==> src/rtl/trace_mon_pkg.sv <==
// rtl/trace_mon_pkg.sv - shared FSM encodings and trace record layout
// Record length depends on WB_TRACE_MONITOR_STAMP_EN.
package trace_mon_pkg;

  typedef enum logic [1:0] {
    ST_IDLE    = 2'd0,
    ST_ARMED   = 2'd1,
    ST_CAPTURE = 2'd2
  } state_e;

  localparam int PC_W    = 32;
  localparam int WNUM_W  = 5;
  localparam int WDATA_W = 32;

  localparam int WDATA_OFF = 0;
  localparam int WNUM_OFF  = WDATA_OFF + WDATA_W;
  localparam int PC_OFF    = WNUM_OFF + WNUM_W;
  localparam int STAMP_OFF = PC_OFF + PC_W;

`ifdef WB_TRACE_MONITOR_STAMP_EN
  localparam int STAMP_W = 32;
  localparam int REC_W   = STAMP_OFF + STAMP_W;
`else
  localparam int REC_W   = STAMP_OFF;
`endif

endpackage

==> src/rtl/wb_trace_monitor_if.sv <==
// rtl/wb_trace_monitor_if.sv - writeback trace input and record output stream
// out_stamp exists only with WB_TRACE_MONITOR_STAMP_EN.
interface wb_trace_monitor_if;
  import trace_mon_pkg::*;

  logic [PC_W-1:0]    debug_wb_pc;
  logic [3:0]         debug_wb_rf_we;
  logic [WNUM_W-1:0]  debug_wb_rf_wnum;
  logic [WDATA_W-1:0] debug_wb_rf_wdata;

  logic               out_valid;
  logic               out_ready;
  logic [PC_W-1:0]    out_pc;
  logic [WNUM_W-1:0]  out_wnum;
  logic [WDATA_W-1:0] out_wdata;
`ifdef WB_TRACE_MONITOR_STAMP_EN
  logic [STAMP_W-1:0] out_stamp;
`endif

  modport master (
    output debug_wb_pc, debug_wb_rf_we, debug_wb_rf_wnum, debug_wb_rf_wdata, out_ready,
    input
`ifdef WB_TRACE_MONITOR_STAMP_EN
          out_stamp,
`endif
          out_valid, out_pc, out_wnum, out_wdata
  );

  modport slave (
    input  debug_wb_pc, debug_wb_rf_we, debug_wb_rf_wnum, debug_wb_rf_wdata, out_ready,
    output
`ifdef WB_TRACE_MONITOR_STAMP_EN
           out_stamp,
`endif
           out_valid, out_pc, out_wnum, out_wdata
  );

endinterface

==> src/rtl/trace_fifo.sv <==
// rtl/trace_fifo.sv - generic synchronous first-word-fall-through FIFO
// Pointers carry one extra wrap bit so full/empty come from an MSB compare.
module trace_fifo #(
  parameter int W     = 69,
  parameter int DEPTH = 16
) (
  input  logic                     clk,
  input  logic                     resetn,
  input  logic                     push_i,
  input  logic                     pop_i,
  input  logic                     clear_i,
  input  logic [W-1:0]             wdata_i,
  output logic [W-1:0]             rdata_o,
  output logic [$clog2(DEPTH):0]   level_o,
  output logic                     full_o,
  output logic                     empty_o
);
  localparam int AW = $clog2(DEPTH);
  localparam logic [AW:0] PTR_ONE = 1;

  logic [W-1:0] mem_q [DEPTH];
  logic [AW:0]  wptr_q, rptr_q;
  logic         pop_ok, push_ok;

  assign empty_o = (wptr_q == rptr_q);
  assign full_o  = (wptr_q[AW] != rptr_q[AW]) && (wptr_q[AW-1:0] == rptr_q[AW-1:0]);
  assign level_o = wptr_q - rptr_q;
  assign rdata_o = mem_q[rptr_q[AW-1:0]];

  // A pop in the same cycle frees the slot a full-FIFO push needs.
  assign pop_ok  = pop_i && !empty_o;
  assign push_ok = push_i && (!full_o || pop_ok);

  always_ff @(posedge clk) begin
    if (!resetn || clear_i) begin
      wptr_q <= '0;
      rptr_q <= '0;
    end else begin
      if (push_ok) wptr_q <= wptr_q + PTR_ONE;
      if (pop_ok)  rptr_q <= rptr_q + PTR_ONE;
    end
  end

  always_ff @(posedge clk) begin
    if (push_ok && !clear_i) mem_q[wptr_q[AW-1:0]] <= wdata_i;
  end

endmodule

==> src/rtl/wb_trace_monitor.sv <==
// rtl/wb_trace_monitor.sv - PC-triggered writeback trace capture into a drainable FIFO
// Optional per-record cycle stamp with WB_TRACE_MONITOR_STAMP_EN.
module wb_trace_monitor
  import trace_mon_pkg::*;
#(
  parameter int DEPTH = 16,
  parameter int CNT_W = 16
) (
  input  logic                   clk,
  input  logic                   resetn,
  wb_trace_monitor_if.slave      bus,
  input  logic                   arm,
  input  logic                   disarm,
  input  logic [31:0]            trig_pc,
  input  logic                   clear,
  output logic [$clog2(DEPTH):0] level,
  output logic                   overflow,
  output logic [CNT_W-1:0]       dropped_cnt,
  output logic [CNT_W-1:0]       captured_cnt,
  output logic [1:0]             state
);
  localparam logic [CNT_W-1:0] CNT_ONE = 1;

  state_e             state_q, state_d;
  logic               qual, trig_hit, capture, pop_fire, drop, push_ok;
  logic               full, empty;
  logic [WDATA_W-1:0] wdata_masked;
  logic [REC_W-1:0]   rec_in, rec_out;
  logic [CNT_W-1:0]   dropped_q, captured_q;
  logic               overflow_q;

  assign qual     = (|bus.debug_wb_rf_we) && (bus.debug_wb_rf_wnum != '0);
  assign trig_hit = (state_q == ST_ARMED) && qual && (bus.debug_wb_pc == trig_pc);

  always_comb begin
    state_d = state_q;
    if (disarm) begin
      state_d = ST_IDLE;
    end else begin
      case (state_q)
        ST_IDLE:  if (arm) state_d = ST_ARMED;
        ST_ARMED: if (trig_hit) state_d = ST_CAPTURE;
        default:  state_d = state_q;
      endcase
    end
  end

  always_ff @(posedge clk) begin
    if (!resetn) state_q <= ST_IDLE;
    else         state_q <= state_d;
  end

  assign capture  = (state_q == ST_CAPTURE && qual) || (trig_hit && !disarm);
  assign pop_fire = !empty && bus.out_ready;
  assign drop     = capture && full && !pop_fire;
  assign push_ok  = capture && !drop;

  always_comb begin
    for (int i = 0; i < 4; i++)
      wdata_masked[8*i +: 8] = bus.debug_wb_rf_we[i] ? bus.debug_wb_rf_wdata[8*i +: 8] : 8'h00;
  end

`ifdef WB_TRACE_MONITOR_STAMP_EN
  logic [STAMP_W-1:0] stamp_q;

  always_ff @(posedge clk) begin
    if (!resetn) stamp_q <= '0;
    else         stamp_q <= stamp_q + 32'd1;
  end
`endif

  always_comb begin
    rec_in = '0;
    rec_in[PC_OFF +: PC_W]       = bus.debug_wb_pc;
    rec_in[WNUM_OFF +: WNUM_W]   = bus.debug_wb_rf_wnum;
    rec_in[WDATA_OFF +: WDATA_W] = wdata_masked;
`ifdef WB_TRACE_MONITOR_STAMP_EN
    rec_in[STAMP_OFF +: STAMP_W] = stamp_q;
`endif
  end

  trace_fifo #(.W(REC_W), .DEPTH(DEPTH)) u_fifo (
    .clk     (clk),
    .resetn  (resetn),
    .push_i  (push_ok),
    .pop_i   (pop_fire),
    .clear_i (clear),
    .wdata_i (rec_in),
    .rdata_o (rec_out),
    .level_o (level),
    .full_o  (full),
    .empty_o (empty)
  );

  always_ff @(posedge clk) begin
    if (!resetn || clear) begin
      dropped_q  <= '0;
      captured_q <= '0;
      overflow_q <= 1'b0;
    end else begin
      if (push_ok && captured_q != '1) captured_q <= captured_q + CNT_ONE;
      if (drop) begin
        overflow_q <= 1'b1;
        if (dropped_q != '1) dropped_q <= dropped_q + CNT_ONE;
      end
    end
  end

  // Head fields read as zero whenever nothing is held.
  assign bus.out_valid = !empty;
  assign bus.out_pc    = empty ? '0 : rec_out[PC_OFF +: PC_W];
  assign bus.out_wnum  = empty ? '0 : rec_out[WNUM_OFF +: WNUM_W];
  assign bus.out_wdata = empty ? '0 : rec_out[WDATA_OFF +: WDATA_W];
`ifdef WB_TRACE_MONITOR_STAMP_EN
  assign bus.out_stamp = empty ? '0 : rec_out[STAMP_OFF +: STAMP_W];
`endif

  assign overflow     = overflow_q;
  assign dropped_cnt  = dropped_q;
  assign captured_cnt = captured_q;
  assign state        = state_q;

endmodule
==> src/flat_wrapper.sv <==
// flat-port wrapper written by rule: the top's interface ports become plain ports
module wb_trace_monitor_flat import trace_mon_pkg::*;
#(
  parameter int DEPTH = 16,
  parameter int CNT_W = 16
)
  (clk, resetn, arm, disarm, trig_pc, clear, level, overflow, dropped_cnt, captured_cnt, state, bus_debug_wb_pc, bus_debug_wb_rf_we, bus_debug_wb_rf_wnum, bus_debug_wb_rf_wdata, bus_out_ready, bus_out_valid, bus_out_pc, bus_out_wnum, bus_out_wdata);
  wb_trace_monitor_if bus_i ();
  input  logic clk;
  input  logic resetn;
  input  logic arm;
  input  logic disarm;
  input  logic [31:0] trig_pc;
  input  logic clear;
  output logic [$clog2(DEPTH):0] level;
  output logic overflow;
  output logic [CNT_W-1:0] dropped_cnt;
  output logic [CNT_W-1:0] captured_cnt;
  output logic [1:0] state;
  input wire logic [$bits(bus_i.debug_wb_pc)-1:0] bus_debug_wb_pc;
  input wire logic [$bits(bus_i.debug_wb_rf_we)-1:0] bus_debug_wb_rf_we;
  input wire logic [$bits(bus_i.debug_wb_rf_wnum)-1:0] bus_debug_wb_rf_wnum;
  input wire logic [$bits(bus_i.debug_wb_rf_wdata)-1:0] bus_debug_wb_rf_wdata;
  input wire logic [$bits(bus_i.out_ready)-1:0] bus_out_ready;
  output wire logic [$bits(bus_i.out_valid)-1:0] bus_out_valid;
  output wire logic [$bits(bus_i.out_pc)-1:0] bus_out_pc;
  output wire logic [$bits(bus_i.out_wnum)-1:0] bus_out_wnum;
  output wire logic [$bits(bus_i.out_wdata)-1:0] bus_out_wdata;
  assign bus_i.debug_wb_pc = bus_debug_wb_pc;
  assign bus_i.debug_wb_rf_we = bus_debug_wb_rf_we;
  assign bus_i.debug_wb_rf_wnum = bus_debug_wb_rf_wnum;
  assign bus_i.debug_wb_rf_wdata = bus_debug_wb_rf_wdata;
  assign bus_i.out_ready = bus_out_ready;
  assign bus_out_valid = bus_i.out_valid;
  assign bus_out_pc = bus_i.out_pc;
  assign bus_out_wnum = bus_i.out_wnum;
  assign bus_out_wdata = bus_i.out_wdata;
  wb_trace_monitor #(.DEPTH(DEPTH), .CNT_W(CNT_W)) u_core (.clk(clk), .resetn(resetn), .bus(bus_i), .arm(arm), .disarm(disarm), .trig_pc(trig_pc), .clear(clear), .level(level), .overflow(overflow), .dropped_cnt(dropped_cnt), .captured_cnt(captured_cnt), .state(state));
endmodule
==> config.mk <==
export PLATFORM = sky130hd
export DESIGN_NAME = wb_trace_monitor_flat
export DESIGN_NICKNAME = d
export VERILOG_FILES = /design/src/rtl/trace_mon_pkg.sv /design/src/rtl/wb_trace_monitor_if.sv /design/src/rtl/trace_fifo.sv /design/src/rtl/wb_trace_monitor.sv /design/src/flat_wrapper.sv
export SDC_FILE = /design/constraint.sdc
export NUM_CORES = 1
export LEC_CHECK = 0
export ABC_CLOCK_PERIOD_IN_PS = 10800
export BUFFER_PORTS_ARGS = -buffer_cell sky130_fd_sc_hd__buf_4
export CELL_PAD_IN_SITES_DETAIL_PLACEMENT = 0
export CELL_PAD_IN_SITES_GLOBAL_PLACEMENT = 1
export CORE_MARGIN = 10
export CORE_UTILIZATION = 40
export CTS_BUF_LIST = sky130_fd_sc_hd__clkbuf_2
export DETAILED_ROUTE_END_ITERATION = 7
export GPL_TIMING_DRIVEN = 0
export PLACE_DENSITY = 0.64
export SETUP_SLACK_MARGIN = 0.5
export SYNTH_ARGS = -nofsm -noshare
export SYNTH_HDL_FRONTEND = slang
export SYNTH_HIERARCHICAL = 1
export SYNTH_SLANG_ARGS = --single-unit
==> constraint.sdc <==
create_clock -name clk -period 10.8 [get_ports clk]
set_input_delay 0 -clock clk [delete_from_list [all_inputs] [get_ports clk]]
set_output_delay 0 -clock clk [all_outputs]
set_load 0.01 [all_outputs]
; Yosys cells after proc, flatten, opt, wreduce, memory -nomap -nowiden
; Memory sizes are Yosys's and may differ from the RTL's. A register that Yosys moved wholly into a read port is not among the register bits.
; Index checks and enable logic that the tools add are counted.
[word_totals]
latchBits = 0
mem_bits_ro = 0
reg_bits = 45
mem_count = 1
mem_bits_rw = 1104
output_inout_bits = 110
elab_cells = 68
[memory_table]
columns = memory, words, width, read_ports, rd_ports_with_merged_regs, wr, line_no
row1 = u_core.u_fifo.mem_q, 16, 69, 1, 1, 1, trace_fifo.sv:21  ; logic [W-1:0] mem_q [DEPTH];
[op_classes]
order_cmp = 0
shift = 0
n_mul = 0
addsub = 5
reduce_logical = 31
div = 0
n_bitwise = 1
eq_ne = 10
muxes = 14
[ops]
columns = cell, n
row1 = $mux 32, 2
row2 = $add 16x1->16 const B, 2
row3 = $eq 32x32->1, 1
row4 = $mux 8, 4
row5 = $ne 16x16->1 const B, 2
row6 = $logic_and 1x1->1, 14
row7 = $add 5x1->5 const B, 2
row8 = $mux 4, 2
row9 = $logic_not 1->1, 7
row10 = $eq 5x5->1, 1
row11 = $mux 5, 1
row12 = $reduce_bool 5->1, 1
row13 = $sub 5x5->5, 1
row14 = $eq 4x4->1, 1
row15 = $mux 2, 2
row16 = $pmux 2 s2, 1
row17 = $reduce_or 4->1, 1
row18 = $logic_or 1x1->1, 3
row19 = $reduce_and 3->1, 1
row20 = $eq 2x1->1 const B, 1
row21 = $eq 2x2->1 const B, 1
row22 = $logic_not 2->1, 1
row23 = $mux 1, 2
row24 = $ne 2x1->1 const B, 1
row25 = 6 further kinds, 6

; Logic depth before layout (Yosys ltp)
; Gate-level depths: netlist of the first run.
[depth]
depth_word = 14
ltp_mapped = 12
ltp_nobuf = 11

; Hierarchy
; The synthesis of the first run kept the hierarchy.
[modules_own_cells]
columns = module, cells_each, n_inst, area_each_um2, seq_area_each_um2
row1 = trace_fifo, 1798, 1, 42130.4, 33432.1
row2 = wb_trace_monitor, 376, 1, 2826.5, 700.7

; Least setup slack after synthesis of the first run
; OpenSTA, ideal clock, no wires.
[synth_timing]
path_kind = register to register
startpoint = register u_core.u_fifo.wptr_q[0]
endpoint = memory u_core.u_fifo.mem_q[0][0], enable pin
required_time_ns = 10.134
setup_ns = 0.666
arrival_ns = 8.605
path_stages_with_launch = 11
n_path_buf = 1
setup_slack_ns = 1.529
path_cell_list = dfxtp_1 > inv_1 > ha_1 > nand4_1 > nor2_1 > nor2b_1 > nor2b_1 > nor2_1 > o31ai_1 > buf_2 > nor4_1
[synth_between]
elab_chain_cells = 11
elab_cells_between_ends = 17
classes_between = eq/ne: 2 / mux: 2 / reduce/logical: 13
[synth_rtl]
columns = element, line_no
row1 = from (decl), trace_fifo.sv:22  ; logic [AW:0] wptr_q, rptr_q;
row2 = from (signal assigned), trace_fifo.sv:39  ; if (push_ok) wptr_q <= wptr_q + PTR_ONE;
row3 = $eq 5x5->1, trace_fifo.sv:25  ; assign empty_o = (wptr_q == rptr_q);
row4 = named net u_core.empty, wb_trace_monitor.sv:26  ; logic full, empty;
row5 = $logic_not 1->1, wb_trace_monitor.sv:54  ; assign pop_fire = !empty && bus.out_ready;
row6 = $logic_and 1x1->1, wb_trace_monitor.sv:54
row7 = named net u_core.pop_fire, wb_trace_monitor.sv:25  ; logic qual, trig_hit, capture, pop_fire, drop, push_ok;
row8 = $logic_not 1->1, wb_trace_monitor.sv:55  ; assign drop = capture && full && !pop_fire;
row9 = $logic_and 1x1->1, wb_trace_monitor.sv:55
row10 = $logic_not 1->1, wb_trace_monitor.sv:56  ; assign push_ok = capture && !drop;
row11 = $logic_and 1x1->1, wb_trace_monitor.sv:56
row12 = named net u_core.push_ok, wb_trace_monitor.sv:25
row13 = $logic_and 1x1->1, trace_fifo.sv:32  ; assign push_ok = push_i && (!full_o || pop_ok);
row14 = $logic_and 1x1->1, trace_fifo.sv:45  ; if (push_ok && !clear_i) mem_q[wptr_q[AW-1:0]] <= wdata_i;
row15 = $mux 1, trace_fifo.sv:45
row16 = $mux 1 (implied by the code), trace_fifo.sv:45
row17 = to (decl), trace_fifo.sv:21
; The timed path passes the listed nets, and every way through them passes these cells.

; Worst setup path after layout of the first run
[layout_timing]
startpoint = input bus_debug_wb_pc[16]
endpoint = memory u_core.u_fifo.mem_q[2][30], enable pin
[layout_between]
elab_chain_cells = 12
[layout_rtl]
columns = element, line_no
row1 = from (decl), flat_wrapper.sv:20  ; input wire logic [$bits(bus_i.debug_wb_pc)-1:0] bus_debug_wb_pc;
row2 = $eq 32x32->1 (*), wb_trace_monitor.sv:33  ; assign trig_hit = (state_q == ST_ARMED) && qual && (bus.debug_wb_pc == trig_pc);
row3 = $logic_and 1x1->1 (*), wb_trace_monitor.sv:33
row4 = $logic_and 1x1->1 (*), wb_trace_monitor.sv:53  ; assign capture = (state_q == ST_CAPTURE && qual) || (trig_hit && !disarm);
row5 = $logic_or 1x1->1 (*), wb_trace_monitor.sv:53
row6 = $logic_and 1x1->1 (2 in a row), wb_trace_monitor.sv:55
row7 = $logic_not 1->1, wb_trace_monitor.sv:56
row8 = $logic_and 1x1->1 (*), wb_trace_monitor.sv:56
row9 = named net u_core.push_ok, wb_trace_monitor.sv:25
row10 = $logic_and 1x1->1 (*), trace_fifo.sv:32
row11 = $logic_and 1x1->1 (*), trace_fifo.sv:45
row12 = $mux 1 (*), trace_fifo.sv:45
row13 = $mux 1 (implied by the code) (*), trace_fifo.sv:45
; The timed path passes the listed nets; every way through them passes the cells marked *.

==> results.toml, run 1 <==
[power]
clockPowerShare_pct = 35.2
internal-power_uw = 6050
comb_power_share_pct = 2.6
cellLeakagePower_uw = 0.0174
switching_share_pct = 22.9
seq_power_share_pct = 62.3
fin_total_pwr_uw = 7840
power_density_nw_per_um2 = 144
max-vdd-ir-drop_mv = 0.0654
p_sw_uw = 1790

[placement]
dp_hpwl_mm = 82.2
io_buffers = 220
gp_routability_congestion = 0.813
dp_cells = 3999

[worst_hold_path]
min_from = "bus_debug_wb_pc[13]"
hold_path_depth = 3
hold_class = "in2reg"

[critical_path]
rrSetupSlack_ns = 5.77
critPathKind = "in2reg"
crit_slowest_cell = "nor4_2"
cp_num_buf_inv = 12
critPathMaxStageDelay_ns = 0.94
cp-end-kind = "flop"
worstPathArrival_ns = 7.46
reg2reg_to = "u_core/u_fifo/mem_q[2][30]"
crit_end = "u_core/u_fifo/mem_q[2][30]"
crit_required_ns = 12.00
critical_path_depth = 20
worst_setup_path_start_kind = "input pin"
worstPathMaxFanout = 17
cp_cell_sequence = "dlygate4sd3_1 > buf_4 > dlygate4sd3_1 > xnor2_1 > nand4_1 > dlygate4sd3_1 > or4_1 > dlygate4sd3_1 > nor4_4 > dlygate4sd3_1 > nor2_1 > nor2_1 > o31ai_1 > buf_2 > nor4_2 > buf_6 > buf_4 > buf_4 > buf_4 > buf_4"
critPathLaunch = "bus_debug_wb_pc[16]"
cp_top_family = "buffers and inverters"
reg2regPathDepth = 15
reg2reg_from = "u_core/u_fifo/wptr_q[0]"

[global_route]
grt-ovfl-total = 0
grtUsageTotal_pct = 19.5
antenna_found_initial = 8
grt_max_degree = 25
grt_pass1_wl_mm = 181
grt_pass1_vias = 27400

[floorplan]
coreArea_um2 = 111000
rows = 122
die_h_um = 355
initial_core_util_pct = 40.5
ios = 221
die_x_um = 355
dieArea_um2 = 126000

[timing]
slew_violations = 0
rsz0062_at_grt = "false"
max_freq_ghz = 0.160
fin_crit_ns = 6.27
setup_viol = 0
worst_pin_slew_ns = 1.37
finalCritPeriodShare_pct = 58.0
hold_viol_final = 0
clock_skew_ns = 0.102
holdWs_ns = 0.188
relSlewSlack_pct = 8.62

[detailed_routing]
wire_per_inst_um = 26.5
drt_iter0_drc = 2148
ant_nets = 0
viasPerCell = 5.41
dr.pass1.iters = 5
drc_errors = 0
detailroute.via_count = 25300
routed_wl_mm = 124

[synth]
synth.area.top_cells = "edfxtp_1 (74%), mux4_2 (14%), a22oi_1 (2.3%)"
synth-seq-cells = 1153
synth_edf_count = 1104
avgSynthCellArea_um2 = 20.7
yosysWarnings = 6
synth.cell_area_um2 = 45000
synth_seq_area_share_pct = 75.9
syn_inst = 2174
synthFlopType = "edfxtp_1"
synth_top_area_share_pct = 73.7
synth_cell_types = 50
syn_nets = 2297
synth_largest_area_cell = "edfxtp_1"
async_flop_share_pct = 0

[job]
drv_cap = 0

[clock_network]
cts_max_level = 5
cts_made_buffers = 303
ctsResizeCount = 0
root_buffer = "clkbuf_2"
clock_path_buffers = 4
clkTransAtPathRegs_ns = 0.09
cts.sinks = 1153
cts_setup_buffers = 0
insertion_delay_ns = 1.48
cts_tree = "yes"

[final_layout]
stdcell_count = 4683
drive_gt1_share_pct = 34.9
fin_nets = 3132
multi_input_area_um2 = 10300
num-fill-cells = 9550
area_growth_pct = 20.8
seq_area_um2 = 34100

[status]
status = "finished clean"
synthesized netlist by cell type, types with 18 or more instances:
master and n:
a21oi_1 28, a22oi_1 138, and2_1 36, buf_2 26
clkbuf_1 47, dfxtp_1 49, edfxtp_1 1104, inv_1 18
mux4_2 273, nand2_1 92, nor2_1 35, nor2b_1 74
or4_1 18, xnor2_1 24, xor2_1 22
what timing repair did:
item	in CTS	in global routing
hold buffers	193	0
endpoints found under the hold margin	2257	0
setup endpoints to repair	0	0
state kept, by name, summed over array words and instances (netlist names), named ones only:
name and flops:
u_core/u_fifo/rptr_q 5, u_core/dropped_cnt 16, u_core/u_fifo/mem_q 1104, u_core/u_fifo/wptr_q 5
u_core/overflow 1, u_core/state 2, u_core/captured_cnt 16
logic make-up (layout without fill, tap and decap cells):
kind of cell | Yosys count | in the layout | synth area share [%]
AO/OA/AOI/OAI | 211 | 211 | 3.31
flip-flops | 1153 | 1153 | 75.9
other | 0 | 4 | 0
adder cells (fa/ha/maj) | 12 | 12 | 0.351
AND/OR/NAND/NOR | 343 | 343 | 4.14
multiplexers | 279 | 279 | 13.9
XOR/XNOR | 46 | 46 | 0.896
buffers and inverters | 130 | 1147 | 1.47
worst min path at each step:
stage / end / slack [ns]
after floorplan: u_core/state[1] / 0.08
after global placement: u_core/state[1] / 0.21
after detailed placement: u_core/state[1] / 0.21
after CTS: u_core/u_fifo/mem_q[14][50] / 0.01
after global routing: u_core/u_fifo/mem_q[10][37] / 0.1
final: u_core/u_fifo/mem_q[14][50] / 0.19
worst reg2reg max path, delay by kind of cell (launching register included):
kind	cells	cell delay, ns
and+or+nand+nor	6	2.54
buffers and inverters	7	1.37
DFF	1	0.39
adders and majority gates	1	0.34
AOI/OAI and AO/OA	1	0.14
layout by cell type (no fill, tap or decap), drive strengths merged, types with 4 or more instances in the layout:
cell type    netlist  layout
edfxtp          1104    1104
clkbuf            47     467
buf               65     402
mux4             276     276
dlygate4sd3        0     193
a22oi            138     138
nand2             92      92
nor2b             74      74
clkinv             0      57
dfxtp             49      49
and2              36      36
nor2              35      35
a21oi             28      28
inv               18      26
xnor2             24      24
xor2              22      22
or4               18      18
nand3             16      16
o21ai             15      15
nand2b            13      13
nand4             12      12
or3               11      11
ha                11      11
nor4              11      11
o31ai             10      10
and3               7       7
o211ai             7       7
nor3               6       6
diode              0       4
nor4b              4       4
power groups by stage:
stage / combinational, uW / clock (uW) / sequential, uW
6_report: 201 / 2760 / 4890
5_1_grt: 215 / 3090 / 4890
4_1_cts: 203 / 2860 / 4890
3_5_place_dp: 145 / 0 / 4990
3_3_place_gp: 137 / 0 / 4990
2_1_floorplan: 35.0 / 0 / 4990
final cells by class:
| cell class | instances | share of cell area (%) |
|---|---|---|
| clock inverters | 67 | 0.583 |
| flip-flops and latches | 1153 | 62.9 |
| clock buffers | 420 | 3.87 |
| repair buffers | 530 | 9.12 |
| inverters | 18 | 0.124 |
| diodes | 4 | 0.0184 |
| multi-input cells | 891 | 18.9 |
| plain buffers | 112 | 1.09 |
| well taps | 1488 | 3.43 |
through the flow:
step	area, um2	setup TNS (ns)	utilization [%]	worst slack (ns)
global placement	48500	-3103.97	43.6	-7.70
finish	54300	0	48.9	4.53
global route	54300	0	48.9	4.41
CTS	54300	0	48.9	4.73
floorplan	45000	0	-	1.53
detailed placement	49900	0	44.9	5.64
per-layer routing:
layer  vias to the layer above  share of wire, %  global-route usage, %
met1                     13300                41                   25.5
li1                      10900                 -                      -
met2                       987                50                   32.2
met3                       196               6.7                   4.23
met4                         4               2.5                   6.75
met5                         -             0.022                      0
Note: power is estimated with default switching activity, not from simulation.
==> inputs of run 2 (changes only) <==
Settings changed: ABC_AREA set to 1, ABC_CLOCK_PERIOD_IN_PS 10800 to 6260, PLACE_DENSITY 0.64 to 0.69.
Clock period 10.8 ns to 6.26 ns, I/O delays scaled along.
==> results.toml, run 2 <==
[placement]
io_buffers = 216
dpl_cell_area_um2 = 54100
dp_hpwl_mm = 110
gp_routability_congestion = 0.820
pre_cts_slack_ns = 0.335

[final_layout]
stdcell_area_um2 = 59300
multi_input_area_um2 = 12400
area_growth_pct = 20.3
most-common-layout-cells = "nand2_1 (1350), edfxtp_1 (1104), nand3_1 (515)"
layout_commonest_cell = "nand2_1"
fin_util_pct = 48.6
seq_area_um2 = 34100
num-fill-cells = 11400
fin_nets = 5613
largest_reg_flops = 1104
drive_gt1_share_pct = 15.7

[synth]
yosysWarnings = 6
synth_seq_area_share_pct = 69.2
yosysMostFrequentCell = "nand2_1"
synth.cell_area_um2 = 49300
synth-seq-cells = 1153
synth_cell_types = 34
synth_top_area_share_pct = 67.2
async_flop_share_pct = 0
avgSynthCellArea_um2 = 10.6
synth_edf_count = 1104
syn_inst = 4643
syn_nets = 4766
synthFlopType = "edfxtp_1"
synth_largest_area_cell = "edfxtp_1"
synth_common_cells = "nand2_1 (1350), edfxtp_1 (1104), nand3_1 (515), nor2_1 (510), inv_1 (427)"
synth.area.top_cells = "edfxtp_1 (67%), nand2_1 (10%), nand3_1 (5.2%)"

[worst_hold_path]
min_from = "bus_debug_wb_pc[3]"
min_to = "u_core/u_fifo/mem_q[15][40]"
hold_path_depth = 3
hold_class = "in2reg"

[timing]
rsz0062_at_grt = "false"
fin_crit_ns = 5.46
fin_tns_setup_ns = 0
relSlewSlack_pct = -1.36
max_freq_ghz = 0.183
hold_viol_final = 0
setup_viol = 0
worst_pin_slew_ns = 1.52
holdWs_ns = 0.187
finalCritPeriodShare_pct = 87.3
clock_skew_ns = 0.170
slew_violations = 11
setup_ws_ns = 0.798

[critical_path]
cp-end-kind = "flop"
cp_common_cell = "inv_1"
reg2reg_from = "u_core/u_fifo/rptr_q[2]"
crit_slowest_cell = "clkdlybuf4s15_1"
worstPathMaxFanout = 21
rrSetupSlack_ns = 0.80
reg2regPathDepth = 19
reg2reg_to = "u_core/u_fifo/mem_q[8][55]"
crit_required_ns = 7.56
cp_num_buf_inv = 10
critPathKind = "reg2reg"
worst_setup_path_start_kind = "flop"
worstPathArrival_ns = 6.76
critPathMaxStageDelay_ns = 0.84
cp_cell_sequence = "clkbuf_1 > inv_1 > ha_1 > nand2_1 > nor2_1 > nand2_1 > inv_1 > buf_2 > clkdlybuf4s15_1 > nor2_1 > inv_1 > nand3_1 > nand2_1 > inv_1 > nand2_2 > buf_4 > nor2_4 > buf_12 > buf_12"
cp_top_family = "buffers and inverters"

[global_route]
grt-ovfl-total = 0
antenna_found_initial = 11
grt_pass1_vias = 36500
grt_pass1_wl_mm = 242
grt_max_degree = 26
grtUsageTotal_pct = 24.0

[job]
drv_cap = 1

[floorplan]
initial_core_util_pct = 40.4
ios = 221
die_x_um = 371
dieArea_um2 = 138000
rows = 128
die_h_um = 371
coreArea_um2 = 122000

[clock_network]
clock_path_buffers = 4
cts.sinks = 1153
cts_tree = "yes"
root_buffer = "clkbuf_2"
clkTransAtPathRegs_ns = 0.11
cts_max_level = 5
insertion_delay_ns = 1.65
cts_made_buffers = 324

[detailed_routing]
detailroute.via_count = 37700
dr.pass1.iters = 8
viasPerCell = 5.14
drc_errors = 0
wire_per_inst_um = 23.0
ant_nets = 0
drt_iter0_drc = 3710
routed_wl_mm = 168

[power]
max-vdd-ir-drop_mv = 0.167
cellLeakagePower_uw = 0.0236
power_density_nw_per_um2 = 234

[status]
violations = "capacitance limit, slew limit"
status = "finished with violations"
## run 2: changes by cell type after synthesis, moves of 141 or more
cell     previous run  this run
nand2_1            92      1350
nand3_1            16       515
nor2_1             35       510
inv_1              18       427
mux4_2            273         0
o21ai_0             2       143
## run 2: cell type report
| type | instances | area share (%) |
|---|---|---|
| diodes | 13 | 0.0548 |
| plain buffers | 255 | 2.18 |
| clock buffers | 470 | 3.96 |
| clock inverters | 56 | 0.455 |
| inverters | 433 | 2.74 |
| multi-input cells | 2803 | 20.9 |
| flip-flops and latches | 1153 | 57.5 |
| well taps | 1625 | 3.43 |
| repair buffers | 520 | 8.73 |
## run 2: worst min-delay path, delay by kind of cell
kind / cells / cell delay [ns]
buf+inv: 3 / 1.49
## run 2: cell families after synthesis
group / after synthesis / synth area share, %
AOI/OAI and AO/OA: 317 / 3.75
xor gates and xnor gates: 38 / 0.675
adders and majority gates: 12 / 0.320
buffers and inverters: 688 / 5.90
DFF: 1153 / 69.2
and+or+nand+nor: 2435 / 20.2
## run 2: worst max path at each step
| stage | startpoint | end | slack (ns) | cells after the start |
|---|---|---|---|---|
| detailed placement | u_core/u_fifo/rptr_q[2] | u_core/u_fifo/mem_q[5][8] | 0.33 | 19 |
| global route | u_core/u_fifo/rptr_q[2] | u_core/u_fifo/mem_q[11][5] | 0.50 | 19 |
| floorplan | u_core/u_fifo/rptr_q[2] | u_core/u_fifo/mem_q[10][0] | 0.001 | 17 |
| finish | u_core/u_fifo/rptr_q[2] | u_core/u_fifo/mem_q[8][55] | 0.80 | 19 |
| CTS | u_core/u_fifo/rptr_q[2] | u_core/u_fifo/mem_q[7][22] | 0.49 | 18 |
| global placement | u_core/u_fifo/rptr_q[2] | u_core/u_fifo/mem_q[12][12] | -5.34 | 17 |
## run 2: power by group
part / internal (uW) / switching, uW
Combinational: 156 / 195
Clock: 2050 / 3060
Sequential: 8430 / 0.327
## run 2: metal layers
| layer | GRT usage, % | share of wire (%) |
|---|---|---|
| met1 | 31.5 | 41 |
| met2 | 39.2 | 47 |
| met3 | 5.27 | 8.7 |
| met4 | 8.48 | 3.1 |
| met5 | 0 | 0.0077 |
## run 2: per-stage QoR
step,std cells,total power [uW]
floorplan,4643,8670
global placement,6484,8830
detailed placement,6533,8840
CTS,7309,14000
global route,7323,14500
finish,7328,13900
## run 2: timing repair
| action | in CTS | in global routing |
|---|---|---|
| hold buffers | 244 | 7 |
| pin swaps | 4 | 1 |
| gates resized for setup | 0 | 4 |
| setup endpoints to repair | 143 | 584 |
| endpoints found under the hold margin | 2257 | 80 |
| setup buffers | 5 | 5 |
| gates cloned | 1 | 0 |
